## config.mk

```make
export PLATFORM = sky130hd
export DESIGN_NAME = mem_transfer_sequencer_flat
export DESIGN_NICKNAME = d
export VERILOG_FILES = /design/src/rtl/mem_transfer_sequencer_if.sv /design/src/rtl/mem_transfer_sequencer.sv /design/src/flat_wrapper.sv
export SDC_FILE = /design/constraint.sdc
export NUM_CORES = 1
export LEC_CHECK = 0
export CORE_AREA = 2 2 249 251
export CTS_CLUSTER_DIAMETER = 40
export DETAILED_ROUTE_END_ITERATION = 10
export DIE_AREA = 0 0 251 253
export REMOVE_ABC_BUFFERS = 1
export SYNTH_ARGS = -nofsm -noshare
export SYNTH_HDL_FRONTEND = slang
export SYNTH_SLANG_ARGS = --single-unit
```

## constraint.sdc

```tcl
create_clock -name clk -period 3 [get_ports clk]
set_input_delay 0.9 -clock clk [delete_from_list [all_inputs] [get_ports clk]]
set_output_delay 0.9 -clock clk [all_outputs]
set_load 0.01 [all_outputs]
```

## src/rtl/mem_transfer_sequencer_if.sv

```systemverilog
// Bundle between the CPU control unit, the transfer sequencer and the memory manager.
// slave = sequencer side, master = control unit / memory manager side.
interface mem_transfer_sequencer_if #(
   parameter int ADDR_W = 12
);
   logic              start;
   logic [1:0]        op;
   logic [3:0]        reg_x;
   logic [ADDR_W-1:0] index_i;
   logic [ADDR_W-1:0] pc_in;
   logic [127:0]      v_regs;
   logic [127:0]      read_buffer;
   logic [15:0]       opcode_in;

   logic [ADDR_W-1:0] address;
   logic [ADDR_W-1:0] pc;
   logic [5:0]        address_counter;
   logic              write_enable;
   logic [3:0]        write_count;
   logic [127:0]      write_buffer;
   logic              busy;
   logic              done;
   logic [127:0]      load_data;
   logic [15:0]       load_mask;
   logic [15:0]       opcode_out;
   logic [ADDR_W-1:0] index_out;
   logic              index_update;

   modport slave (
      input  start, op, reg_x, index_i, pc_in, v_regs, read_buffer, opcode_in,
      output address, pc, address_counter, write_enable, write_count, write_buffer,
             busy, done, load_data, load_mask, opcode_out, index_out, index_update
   );

   modport master (
      output start, op, reg_x, index_i, pc_in, v_regs, read_buffer, opcode_in,
      input  address, pc, address_counter, write_enable, write_count, write_buffer,
             busy, done, load_data, load_mask, opcode_out, index_out, index_update
   );
endinterface

```

## src/rtl/mem_transfer_sequencer.sv

```systemverilog
// Sequences one CHIP-8 memory transaction (fetch / FX55 store / FX65 load) through the memory manager.
// Optional macro CHIP8_INDEX_INCREMENT_EN: I advances by X+1 after store/load (COSMAC semantics).
module mem_transfer_sequencer #(
   parameter int ADDR_W     = 12,
   parameter int PIPE_DEPTH = 2
) (
   input  logic                    clk,
   input  logic                    reset,
   mem_transfer_sequencer_if.slave bus,
   output logic [1:0]              state_o
);

   typedef enum logic [1:0] {
      S_IDLE = 2'd0,
      S_RUN  = 2'd1,
      S_DONE = 2'd2
   } state_t;

   localparam logic [1:0] OP_FETCH = 2'b00;
   localparam logic [1:0] OP_STORE = 2'b01;
   localparam logic [1:0] OP_RSVD  = 2'b11;
   localparam logic [5:0] PD       = 6'(PIPE_DEPTH);

   state_t            state_q, state_d;
   logic [5:0]        cnt_q, cnt_d;
   logic [1:0]        op_q, op_d;
   logic [3:0]        reg_x_q, reg_x_d;
   logic [ADDR_W-1:0] addr_q, addr_d;
   logic [ADDR_W-1:0] pc_q, pc_d;
   logic [127:0]      v_q, v_d;
   logic [15:0]       opcode_q, opcode_d;
   logic [127:0]      load_data_q, load_data_d;
   logic [15:0]       load_mask_q, load_mask_d;
   logic              done_q, done_d;
   logic [ADDR_W-1:0] index_out_q, index_out_d;
   logic              index_upd_q, index_upd_d;

   logic [5:0]        term_w;
   logic [15:0]       mask_w;

   // Fetch moves two opcode bytes; store/load move X+1 bytes. Pipeline latency extends the count.
   always_comb begin
      term_w = (op_q == OP_FETCH) ? (PD + 6'd1) : ({2'b00, reg_x_q} + PD);
   end

   always_comb begin
      mask_w = '0;
      for (int k = 0; k < 16; k++) begin
         mask_w[k] = (k <= int'(reg_x_q));
      end
   end

   // Handshake: start is a one-cycle request taken only in IDLE (no ready/queueing; it is dropped
   // when busy or op is reserved); done is a one-cycle completion pulse with results valid alongside.
   always_comb begin
      state_d     = state_q;
      cnt_d       = cnt_q;
      op_d        = op_q;
      reg_x_d     = reg_x_q;
      addr_d      = addr_q;
      pc_d        = pc_q;
      v_d         = v_q;
      opcode_d    = opcode_q;
      load_data_d = load_data_q;
      load_mask_d = load_mask_q;
      done_d      = 1'b0;
      index_out_d = index_out_q;
      index_upd_d = 1'b0;
      case (state_q)
         S_IDLE: begin
            if (bus.start && (bus.op != OP_RSVD)) begin
               op_d    = bus.op;
               reg_x_d = bus.reg_x;
               addr_d  = bus.index_i;
               pc_d    = bus.pc_in;
               v_d     = bus.v_regs;
               cnt_d   = '0;
               state_d = S_RUN;
            end
         end
         S_RUN: begin
            if (cnt_q == term_w) begin
               state_d = S_DONE;
            end else begin
               cnt_d = cnt_q + 6'd1;
            end
         end
         S_DONE: begin
            if (op_q == OP_FETCH) begin
               opcode_d = bus.opcode_in;
            end else if (op_q != OP_STORE) begin
               load_data_d = bus.read_buffer;
               load_mask_d = mask_w;
            end
`ifdef CHIP8_INDEX_INCREMENT_EN
            if (op_q != OP_FETCH) begin
               index_out_d = addr_q + ADDR_W'(reg_x_q) + ADDR_W'(1);
               index_upd_d = 1'b1;
            end
`else
            index_out_d = '0;
`endif
            done_d  = 1'b1;
            cnt_d   = '0;
            state_d = S_IDLE;
         end
         default: state_d = S_IDLE;
      endcase
   end

   always_ff @(posedge clk) begin
      if (reset) begin
         state_q     <= S_IDLE;
         cnt_q       <= '0;
         op_q        <= '0;
         reg_x_q     <= '0;
         addr_q      <= '0;
         pc_q        <= '0;
         v_q         <= '0;
         opcode_q    <= '0;
         load_data_q <= '0;
         load_mask_q <= '0;
         done_q      <= 1'b0;
         index_out_q <= '0;
         index_upd_q <= 1'b0;
      end else begin
         state_q     <= state_d;
         cnt_q       <= cnt_d;
         op_q        <= op_d;
         reg_x_q     <= reg_x_d;
         addr_q      <= addr_d;
         pc_q        <= pc_d;
         v_q         <= v_d;
         opcode_q    <= opcode_d;
         load_data_q <= load_data_d;
         load_mask_q <= load_mask_d;
         done_q      <= done_d;
         index_out_q <= index_out_d;
         index_upd_q <= index_upd_d;
      end
   end

   logic active_w;
   logic store_act_w;
   assign active_w    = (state_q != S_IDLE);
   assign store_act_w = active_w && (op_q == OP_STORE);

   assign bus.address         = addr_q;
   assign bus.pc              = pc_q;
   assign bus.address_counter = cnt_q;
   assign bus.write_enable    = (state_q == S_RUN) && (op_q == OP_STORE);
   assign bus.write_count     = store_act_w ? reg_x_q : 4'd0;
   assign bus.write_buffer    = store_act_w ? v_q : 128'd0;
   assign bus.busy            = active_w;
   assign bus.done            = done_q;
   assign bus.load_data       = load_data_q;
   assign bus.load_mask       = load_mask_q;
   assign bus.opcode_out      = opcode_q;
   assign bus.index_out       = index_out_q;
   assign bus.index_update    = index_upd_q;
   assign state_o             = state_q;

endmodule

```

## src/flat_wrapper.sv

```systemverilog
// flat-port wrapper written by rule: the top's interface ports become plain ports
module mem_transfer_sequencer_flat 
#(
   parameter int ADDR_W     = 12,
   parameter int PIPE_DEPTH = 2
)
  (clk, reset, state_o, bus_start, bus_op, bus_reg_x, bus_index_i, bus_pc_in, bus_v_regs, bus_read_buffer, bus_opcode_in, bus_address, bus_pc, bus_address_counter, bus_write_enable, bus_write_count, bus_write_buffer, bus_busy, bus_done, bus_load_data, bus_load_mask, bus_opcode_out, bus_index_out, bus_index_update);
  mem_transfer_sequencer_if #(.ADDR_W(ADDR_W)) bus_i ();
  input  logic clk;
  input  logic reset;
  output logic [1:0] state_o;
  input wire logic [$bits(bus_i.start)-1:0] bus_start;
  input wire logic [$bits(bus_i.op)-1:0] bus_op;
  input wire logic [$bits(bus_i.reg_x)-1:0] bus_reg_x;
  input wire logic [$bits(bus_i.index_i)-1:0] bus_index_i;
  input wire logic [$bits(bus_i.pc_in)-1:0] bus_pc_in;
  input wire logic [$bits(bus_i.v_regs)-1:0] bus_v_regs;
  input wire logic [$bits(bus_i.read_buffer)-1:0] bus_read_buffer;
  input wire logic [$bits(bus_i.opcode_in)-1:0] bus_opcode_in;
  output wire logic [$bits(bus_i.address)-1:0] bus_address;
  output wire logic [$bits(bus_i.pc)-1:0] bus_pc;
  output wire logic [$bits(bus_i.address_counter)-1:0] bus_address_counter;
  output wire logic [$bits(bus_i.write_enable)-1:0] bus_write_enable;
  output wire logic [$bits(bus_i.write_count)-1:0] bus_write_count;
  output wire logic [$bits(bus_i.write_buffer)-1:0] bus_write_buffer;
  output wire logic [$bits(bus_i.busy)-1:0] bus_busy;
  output wire logic [$bits(bus_i.done)-1:0] bus_done;
  output wire logic [$bits(bus_i.load_data)-1:0] bus_load_data;
  output wire logic [$bits(bus_i.load_mask)-1:0] bus_load_mask;
  output wire logic [$bits(bus_i.opcode_out)-1:0] bus_opcode_out;
  output wire logic [$bits(bus_i.index_out)-1:0] bus_index_out;
  output wire logic [$bits(bus_i.index_update)-1:0] bus_index_update;
  assign bus_i.start = bus_start;
  assign bus_i.op = bus_op;
  assign bus_i.reg_x = bus_reg_x;
  assign bus_i.index_i = bus_index_i;
  assign bus_i.pc_in = bus_pc_in;
  assign bus_i.v_regs = bus_v_regs;
  assign bus_i.read_buffer = bus_read_buffer;
  assign bus_i.opcode_in = bus_opcode_in;
  assign bus_address = bus_i.address;
  assign bus_pc = bus_i.pc;
  assign bus_address_counter = bus_i.address_counter;
  assign bus_write_enable = bus_i.write_enable;
  assign bus_write_count = bus_i.write_count;
  assign bus_write_buffer = bus_i.write_buffer;
  assign bus_busy = bus_i.busy;
  assign bus_done = bus_i.done;
  assign bus_load_data = bus_i.load_data;
  assign bus_load_mask = bus_i.load_mask;
  assign bus_opcode_out = bus_i.opcode_out;
  assign bus_index_out = bus_i.index_out;
  assign bus_index_update = bus_i.index_update;
  mem_transfer_sequencer #(.ADDR_W(ADDR_W), .PIPE_DEPTH(PIPE_DEPTH)) u_core (.clk(clk), .reset(reset), .bus(bus_i), .state_o(state_o));
endmodule
```

# Word-level counts from Yosys, hierarchy flattened
# Index checks and enable logic that the tools add are counted.
op_classes:
  n_addsub: 2
  magnitude_cmp: 15
  eq_ne: 9
  mux: 10
  n_bitwise: 1
  reduce_logical: 12
ops:
  columns: ["operator", "n"]
  rows:
  - ["$mux W128", 1]
  - ["$le A4 B4 Y1 const A", 8]
  - ["$mux W6", 3]
  - ["$pmux W6 S3", 1]
  - ["$le A3 B4 Y1 const A", 4]
  - ["$le A2 B4 Y1 const A", 2]
  - ["$add A6 B1 Y6 const B", 1]
  - ["$eq A6 B6 Y1", 1]
  - ["$ne A2 B1 Y1 const B", 3]
  - ["$reduce_and A2 Y1", 3]
  - ["$reduce_and A3 Y1", 2]
  - ["$add A4 B2 Y5 const B", 1]
  - ["$eq A2 B1 Y1 const B", 2]
  - ["$le A1 B4 Y1 const A", 1]
  - ["$logic_not A2 Y1", 2]
  - ["$mux W2", 2]
  - ["$mux W4", 1]
  - ["$ne A2 B2 Y1 const B", 2]
  - ["$pmux W2 S2", 1]
  - ["$logic_and A1 B1 Y1", 3]
  - ["$reduce_bool A3 Y1", 1]
  - ["$eq A2 B2 Y1 const B", 1]
  - ["$reduce_bool A2 Y1", 1]
  - ["$mux W1", 1]
  - ["$not A1 Y1", 1]
totals:
  register_bits: 327
  input_bits: 305
  out_inout_bits: 340

# Depth between registers and ports, before layout
# Gate-level depths: netlist of run 1.
logic_depth:
  word_depth: 5
  ltp_mapped: 8
  mapped_depth_nobuf: 7

# Least setup slack after synthesis of run 1
# OpenSTA, ideal clock, no wires.
synth_timing:
  kind: "register to output"
  start: "register u_core.op_q[1]"
  end: "output bus_write_buffer[0]"
  t_arrival_ps: 1434
  path_slack_ps: 666
  path_stages_with_launch: 7
  cell_sequence: "dfxtp_1 buf_2 nand2b_1 nor2_1 clkbuf_1 clkbuf_1 and2_1"
synth_via:
  elab_chain_len: 3
synth_rtl:
  columns: ["item", "line_no", "rtl"]
  rows:
  - ["start: declaration", "mem_transfer_sequencer.sv:26", "logic [1:0] op_q, op_d;"]
  - ["start signal: assignment", "mem_transfer_sequencer.sv:129", "op_q <= op_d;"]
  - ["$eq A2 B1 Y1", "mem_transfer_sequencer.sv:146", "assign store_act_w = active_w && (op_q == OP_STORE);"]
  - ["$logic_and A1 B1 Y1", "mem_transfer_sequencer.sv:146", null]
  - ["$mux W128", "mem_transfer_sequencer.sv:153", "assign bus.write_buffer = store_act_w ? v_q : 128'd0;"]
  - ["end: declaration", "flat_wrapper.sv:25", "output wire logic [$bits(bus_i.write_buffer)-1:0] bus_write_buffer;"]
# Every way passes these cells.

# Final worst setup path of run 1
layout_timing:
  start: "register u_core.op_q[1]"
  end: "output bus_write_buffer[38]"
# Same word-level chain as after synthesis.

==> summary.txt, run 1 <==
Setup path
  – CP max stage cell: clkdlybuf4s50_1
  – WP data arrival: 2.08 ns
  – Worst Path Max Fanout: 4
  – Critical path type: reg -> out
  – Crit end category: output pin
  – CP required: 2.10 ns
  – Critical-path cell list: nand2b_4 -> nor2_4 -> and2_2 -> clkdlybuf4s50_1
  – Startpoint Class: flip-flop
  – CP max stage delay: 0.61 ns
  – Buf/Inv on CP: 1
  – Largest delay share family, worst path: buffers and inverters

Final layout
  – P&R area growth vs syn: 74.8%
  – Share of layout cells above drive strength 1: 13.5%
  – Fin util: 36.2%
  – Final instance area: 22100 um^2
  – Nets: 2584

Status
  – Status: finished clean

Detailed routing
  – DR WL/cell: 17.0 um
  – DR vias: 13400
  – First-pass DRT Iterations: 5
  – Via density: 4.29
  – Initial detailed-routing violation count: 686
  – DRT Wirelength: 53.1 mm
  – Remaining antenna violation count: 0
  – DRC violations left: 0

Yosys
  – Sequential cell area fraction in the yosys report: 51.8%
  – Count leader, synth: nand2_1
  – Synthesized cell area: 12600 um^2
  – Ranking of synthesized cells by area: dfxtp_1, nand2_1, a21oi_1, and2_1, clkbuf_1
  – Most area-hungry cell type in the Yosys netlist: dfxtp_1
  – Yosys cell types: 50
  – Fraction of registers with async set/reset: 0%
  – FF+latch count, synth: 327
  – Post-synth EDFFs: 0
  – Average cell area after synthesis: 7.69 um^2
  – Most used DFF post-synth: dfxtp_1
  – Ys Warns: 0
  – Synth top cells by count: nand2_1, dfxtp_1, a21oi_1
  – Share of the synthesized area in the top cell type: 51.8%
  – Mapped Cells: 1643

Global route
  – First-pass GRT wire length: 77.9 mm
  – Overall Global Routing Usage: 15.8%
  – Initial antenna violation count: 7
  – Residual overflow from global routing: 0
  – Largest net degree at the start of global routing: 71
  – Vias in the first global route: 12900

Floorplanning
  – Row count: 91
  – Io pins: 645
  – Core Area: 61000 um^2
  – Die Wd: 251 um
  – Die Area: 63500 um^2
  – Initial Util: 20.7%
  – Die outline height: 253 um

Placed design
  – Place WS: 0.228 ns
  – Post-DP Area: 19900 um^2
  – Port buffer count: 631
  – RD Place Congestion: 0.850
  – DP HPWL: 38.5 mm

Timing
  – Final Critical Period: 2.98 ns
  – RSZ-0062 raised after global routing: yes
  – Hold Vio Cnt, Final: 0
  – Final setup margin: 0.0243 ns
  – Setup-failing EPs final: 0
  – Clock Skew: 0.0214 ns
  – Slew HR: 56.2%
  – WHS: 0.447 ns
  – Tcrit/Tclk final: 99.2%
  – Worst-margin pin slew: 0.657 ns
  – Fmax: 336 MHz
  – Pins Over Slew Limit: 0

Clock tree
  – Root Buffer: clkbuf_16
  – # clock sinks: 327
  – Total CTS buffers: 60
  – Max Buffers Root-to-Sink: 3
  – CTS tree: built
  – Clock latency at the later pin of the worst-skew pair: 0.59 ns
  – H-tree Lvls: 2
  – Clk slew on worst S/H paths: 0.04 ns

Power
  – P_leak: 8.36 nW
  – P per Cell Area: 579 nW/um^2
  – Maximum vdd drop: 0.000371 V

Run
  – Max-capacitance violation count: 0

Hold path
  – Hold WC Path Type: reg -> reg
-- cell usage in the layout (no fill, tap or decap), types with 11 or more instances in the layout --
cell and n:
conb_1 13, nor3_1 13, clkdlybuf4s15_1 11, buf_12 19, clkbuf_16 62, bufinv_16 11, clkdlybuf4s50_1 501, and2_4 15
a21oi_1 314, buf_2 87, dlygate4sd2_1 12, nor2_1 22, nand2_1 616, dfxtp_1 324, and2_1 112, buf_4 39
-- flip-flops by register name, summed over array words and instances (netlist names) --
signal / flops
u_core.op_q: 2
u_core.bus.load_data: 128
u_core.bus.opcode_out: 16
u_core.state_o: 2
u_core.bus.address_counter: 6
u_core.bus.load_mask: 16
u_core.reg_x_q: 4
u_core.bus.pc: 12
u_core.v_q: 128
u_core.bus.done: 1
u_core.bus.address: 12
-- worst min-delay path, stage by stage, from the launching register on --
cell and delay [ns]:
dfxtp_1 0.30, nand2_1 0.05, a21oi_1 0.05
-- cell families after synthesis --
logic type	after synthesis	share of synthesized area, %
AND/OR/NAND/NOR	813	27.5
flip-flops	327	51.8
multiplexers	3	0.287
other	1	0.0297
XOR/XNOR	1	0.0693
buffers and inverters	148	5.24
adder cells (fa/ha/maj)	4	0.396
AO/OA/AOI/OAI	346	14.7
-- where the power goes --
| group | leakage, nW | internal (mW) | total, mW | switching (mW) |
|---|---|---|---|---|
| clock | 1.03 | 4.76 | 7.15 | 2.39 |
| combinational | 4.67 | 0.592 | 1.06 | 0.470 |
| sequential | 2.66 | 4.48 | 4.57 | 0.0875 |
| total | 8.36 | 9.84 | 12.8 | 2.95 |
-- metal layers --
| layer | global-route usage [%] | share of wire [%] | wire length, um |
|---|---|---|---|
| met1 | 18.9 | 41 | 21700 |
| met2 | 27.2 | 50 | 26400 |
| met3 | 3.51 | 5.7 | 3040 |
| met4 | 6.36 | 3.4 | 1830 |
| met5 | 0 | 0.043 | 23 |
-- layout make-up --
type | instances | area (um^2)
timing repair buffer | 699 | 6820
sequential | 327 | 6550
fill | 6286 | 38900
clock buffer | 69 | 1600
clock inverter | 40 | 546
multi-input combinational | 1180 | 5560
inverter | 7 | 26.3
tap | 790 | 988
antenna | 4 | 10.0
-- through the flow --
| stage | power [mW] | instances | setup TNS [ns] |
|---|---|---|---|
| 3_3_place_gp | 5.68 | 2983 | 0 |
| 5_1_grt | 13.2 | 3116 | -0.138 |
| 2_1_floorplan | 4.94 | 1514 | -434.48 |
| 3_5_place_dp | 5.69 | 2983 | 0 |
| 4_1_cts | 12.9 | 3112 | -0.114 |
| 6_report | 12.8 | 3116 | 0 |
-- path summary, 6_finish.rpt --
check / startpoint / end / slack (ns) / cells after the start
worst min register to register: u_core.v_q[20] / u_core.v_q[20] / 0.45 / 2
worst min-delay path: u_core.v_q[20] / u_core.v_q[20] / 0.45 / 2
worst max register to register: u_core.reg_x_q[1] / u_core.bus.address_counter[2] / 0.80 / 7
worst max-delay path: u_core.op_q[1] / bus_write_buffer[38] / 0.02 / 4
-- what timing repair did --
item	4_1_cts	5_1_grt
cloned	8	1
buffers inserted	12	1
gates resized for setup	448	47
pin swaps	2	1
hold buffers	0	0
setup endpoints to repair	129	61
Power figures use the tool's default switching activity.
==> run 2: changes to the inputs <==
--- a/config.mk
+++ b/config.mk
@@ -5,10 +5,11 @@
 export SDC_FILE = /design/constraint.sdc
 export NUM_CORES = 1
 export LEC_CHECK = 0
-export CORE_AREA = 2 2 249 251
+export ABC_AREA = 1
+export CORE_AREA = 2 2 252 254
 export CTS_CLUSTER_DIAMETER = 40
 export DETAILED_ROUTE_END_ITERATION = 10
-export DIE_AREA = 0 0 251 253
+export DIE_AREA = 0 0 254 256
 export REMOVE_ABC_BUFFERS = 1
 export SYNTH_ARGS = -nofsm -noshare
 export SYNTH_HDL_FRONTEND = slang
==> summary.txt, run 2 <==
Status
  – Status: finished clean

Setup path
  – R2r startpoint: u_core.reg_x_q[2]
  – Critical path type: reg -> out
  – Crit end category: output pin
  – CP required: 2.10 ns
  – Worst Path Max Fanout: 8
  – CP startpoint: u_core.state_o[0]
  – WP data arrival: 2.02 ns
  – Startpoint Class: flip-flop

Yosys
  – Ranking of synthesized cells by area: dfxtp_1, nor2_1, o21ai_0, a21oi_1, inv_1
  – Yosys cell types: 26
  – Mapped Cells: 1651
  – Sequential cell area fraction in the yosys report: 53.2%
  – Synth top cells by count: nor2_1, dfxtp_1, o21ai_0
  – FF+latch count, synth: 327
  – Synthesized cell area: 12300 um^2
  – Fraction of registers with async set/reset: 0%
  – Post-synth EDFFs: 0
  – Most used DFF post-synth: dfxtp_1
  – Most area-hungry cell type in the Yosys netlist: dfxtp_1
  – Share of the synthesized area in the top cell type: 53.2%
  – Average cell area after synthesis: 7.45 um^2
  – Count leader, synth: nor2_1
  – Ys Warns: 0

Detailed routing
  – DRT Wirelength: 50.8 mm
  – DRC violations left: 0
  – DR WL/cell: 15.9 um
  – Remaining antenna violation count: 0
  – Initial detailed-routing violation count: 822
  – First-pass DRT Iterations: 5
  – DR vias: 13000
  – Via density: 4.07

Global route
  – Grt met2 use: 24.4%
  – Initial antenna violation count: 11
  – Vias in the first global route: 12700
  – Overall Global Routing Usage: 14.8%
  – First-pass GRT wire length: 75.0 mm
  – Residual overflow from global routing: 0
  – Largest net degree at the start of global routing: 143
  – Global-route track usage on met1: 17.0%
  – GR Util met3: 6.28%
  – Gr busiest metal: met2

Timing
  – Worst-margin pin slew: 0.744 ns
  – Pins Over Slew Limit: 0
  – Clock Skew: 0.0155 ns
  – Fmax: 342 MHz
  – Final Critical Period: 2.92 ns
  – Total negative slack: 0 ns
  – Hold Vio Cnt, Final: 0
  – WHS: 0.450 ns
  – Setup-failing EPs final: 0
  – Final setup margin: 0.0773 ns
  – RSZ-0062 raised after global routing: yes
  – Tcrit/Tclk final: 97.4%
  – Slew HR: 50.4%

Clock tree
  – H-tree Lvls: 2
  – Hold-fix buffers, CTS: 0
  – Clk slew on worst S/H paths: 0.05 ns
  – Clock latency at the later pin of the worst-skew pair: 0.60 ns
  – Total CTS buffers: 61
  – Max Buffers Root-to-Sink: 3
  – # clock sinks: 327
  – CTS tree: built
  – Root Buffer: clkbuf_16

Hold path
  – Hold WC Path Type: reg -> reg
  – Hold path startpoint: u_core.v_q[121]

Placed design
  – Place WS: 0.211 ns
  – Dpl cells: 3063
  – Port buffer count: 631
  – DP HPWL: 36.0 mm
  – RD Place Congestion: 0.809
  – Post-DP Area: 19700 um^2

Final layout
  – Multi-input logic area: 4750 um^2
  – Layout filler cell count: 6544
  – P&R area growth vs syn: 78.4%
  – Final non-filler cell total: 3200
  – Final instance area: 21900 um^2
  – Nets: 2603
  – Share of layout cells above drive strength 1: 13.0%
  – Most common cell after layout, fill and taps aside: clkdlybuf4s50_1
  – FF+latch area: 6560 um^2
  – Most frequent cells in the layout: clkdlybuf4s50_1, nor2_1, dfxtp_1
  – Fin util: 35.2%

Floorplanning
  – Io pins: 645
  – Core Area: 62400 um^2
  – Die outline height: 256 um
  – Row count: 92
  – Die Wd: 254 um
  – Die Area: 65000 um^2
  – Initial Util: 19.7%

Power
  – P per Cell Area: 614 nW/um^2
  – Total power: 13.5 mW
  – Maximum vdd drop: 0.000508 V
  – P_leak: 9.21 nW

Run
  – Max-capacitance violation count: 0
-- run 2: cell count changes after synthesis, sizes merged, moves of 5 or more --
cell and delta:
nand3 +12, nand2b -5, and2 -131, o21ai +306, a21oi -158, a211oi -5
buf -9, nor3 -8, inv +148, nor2 +473, nand2 -582
-- run 2: final cells by class --
type / instances / area share (%)
multi-input cells: 1049 / 21.7
repair buffers: 700 / 30.5
well taps: 846 / 4.82
flip-flops and latches: 327 / 29.9
inverters: 155 / 2.70
clock inverters: 46 / 2.97
clock buffers: 70 / 7.43
diodes: 7 / 0.0798
-- run 2: metal layers --
metal,vias to the layer above,wire length [um]
met5,-,75
met2,543,23200
met3,87,5540
met4,10,1370
met1,5835,20500
li1,6551,-
-- run 2: cell families (layout without fill, tap and decap cells) --
group	after synthesis	in the layout	share of synthesized area [%]
compound gates	473	473	19.3
fa+ha+maj	4	4	0.407
other cells	1	20	0.0305
simple gates	559	559	17.5
buf+inv	287	971	9.45
flops	327	327	53.2
-- run 2: report_power, final --
group / leakage [nW] / switching, mW / internal, mW
Clock: 1.10 / 2.51 / 5.04
Sequential: 2.67 / 0.0832 / 4.56
Combinational: 5.44 / 0.610 / 0.685
Total: 9.21 / 3.20 / 10.3
-- run 2: what timing repair did --
| action | 4_1_cts | 5_1_grt |
|---|---|---|
| gates cloned | 3 | 1 |
| gates resized for setup | 306 | 80 |
| buffers inserted | 9 | 2 |
| setup endpoints to repair | 128 | 68 |
| pin swaps | 2 | 3 |
-- run 2: final timing paths --
kind                                                      end  slack, ns  cells past startpoint
worst max-delay path                     bus_write_buffer[41]       0.08                      9
worst min-delay path                          u_core.v_q[121]       0.45                      2
worst max register to register  u_core.bus.address_counter[2]       1.03                     11
worst min register to register                u_core.v_q[121]       0.45                      2
-- run 2: critical path: stages (launching register included) --
cell	delay [ns]
dfxtp_4	0.36
nor2_4	0.04
inv_2	0.07
nand3_4	0.11
buf_6	0.15
buf_12	0.14
buf_12	0.15
clkbuf_16	0.17
nor2_1	0.09
buf_2	0.14
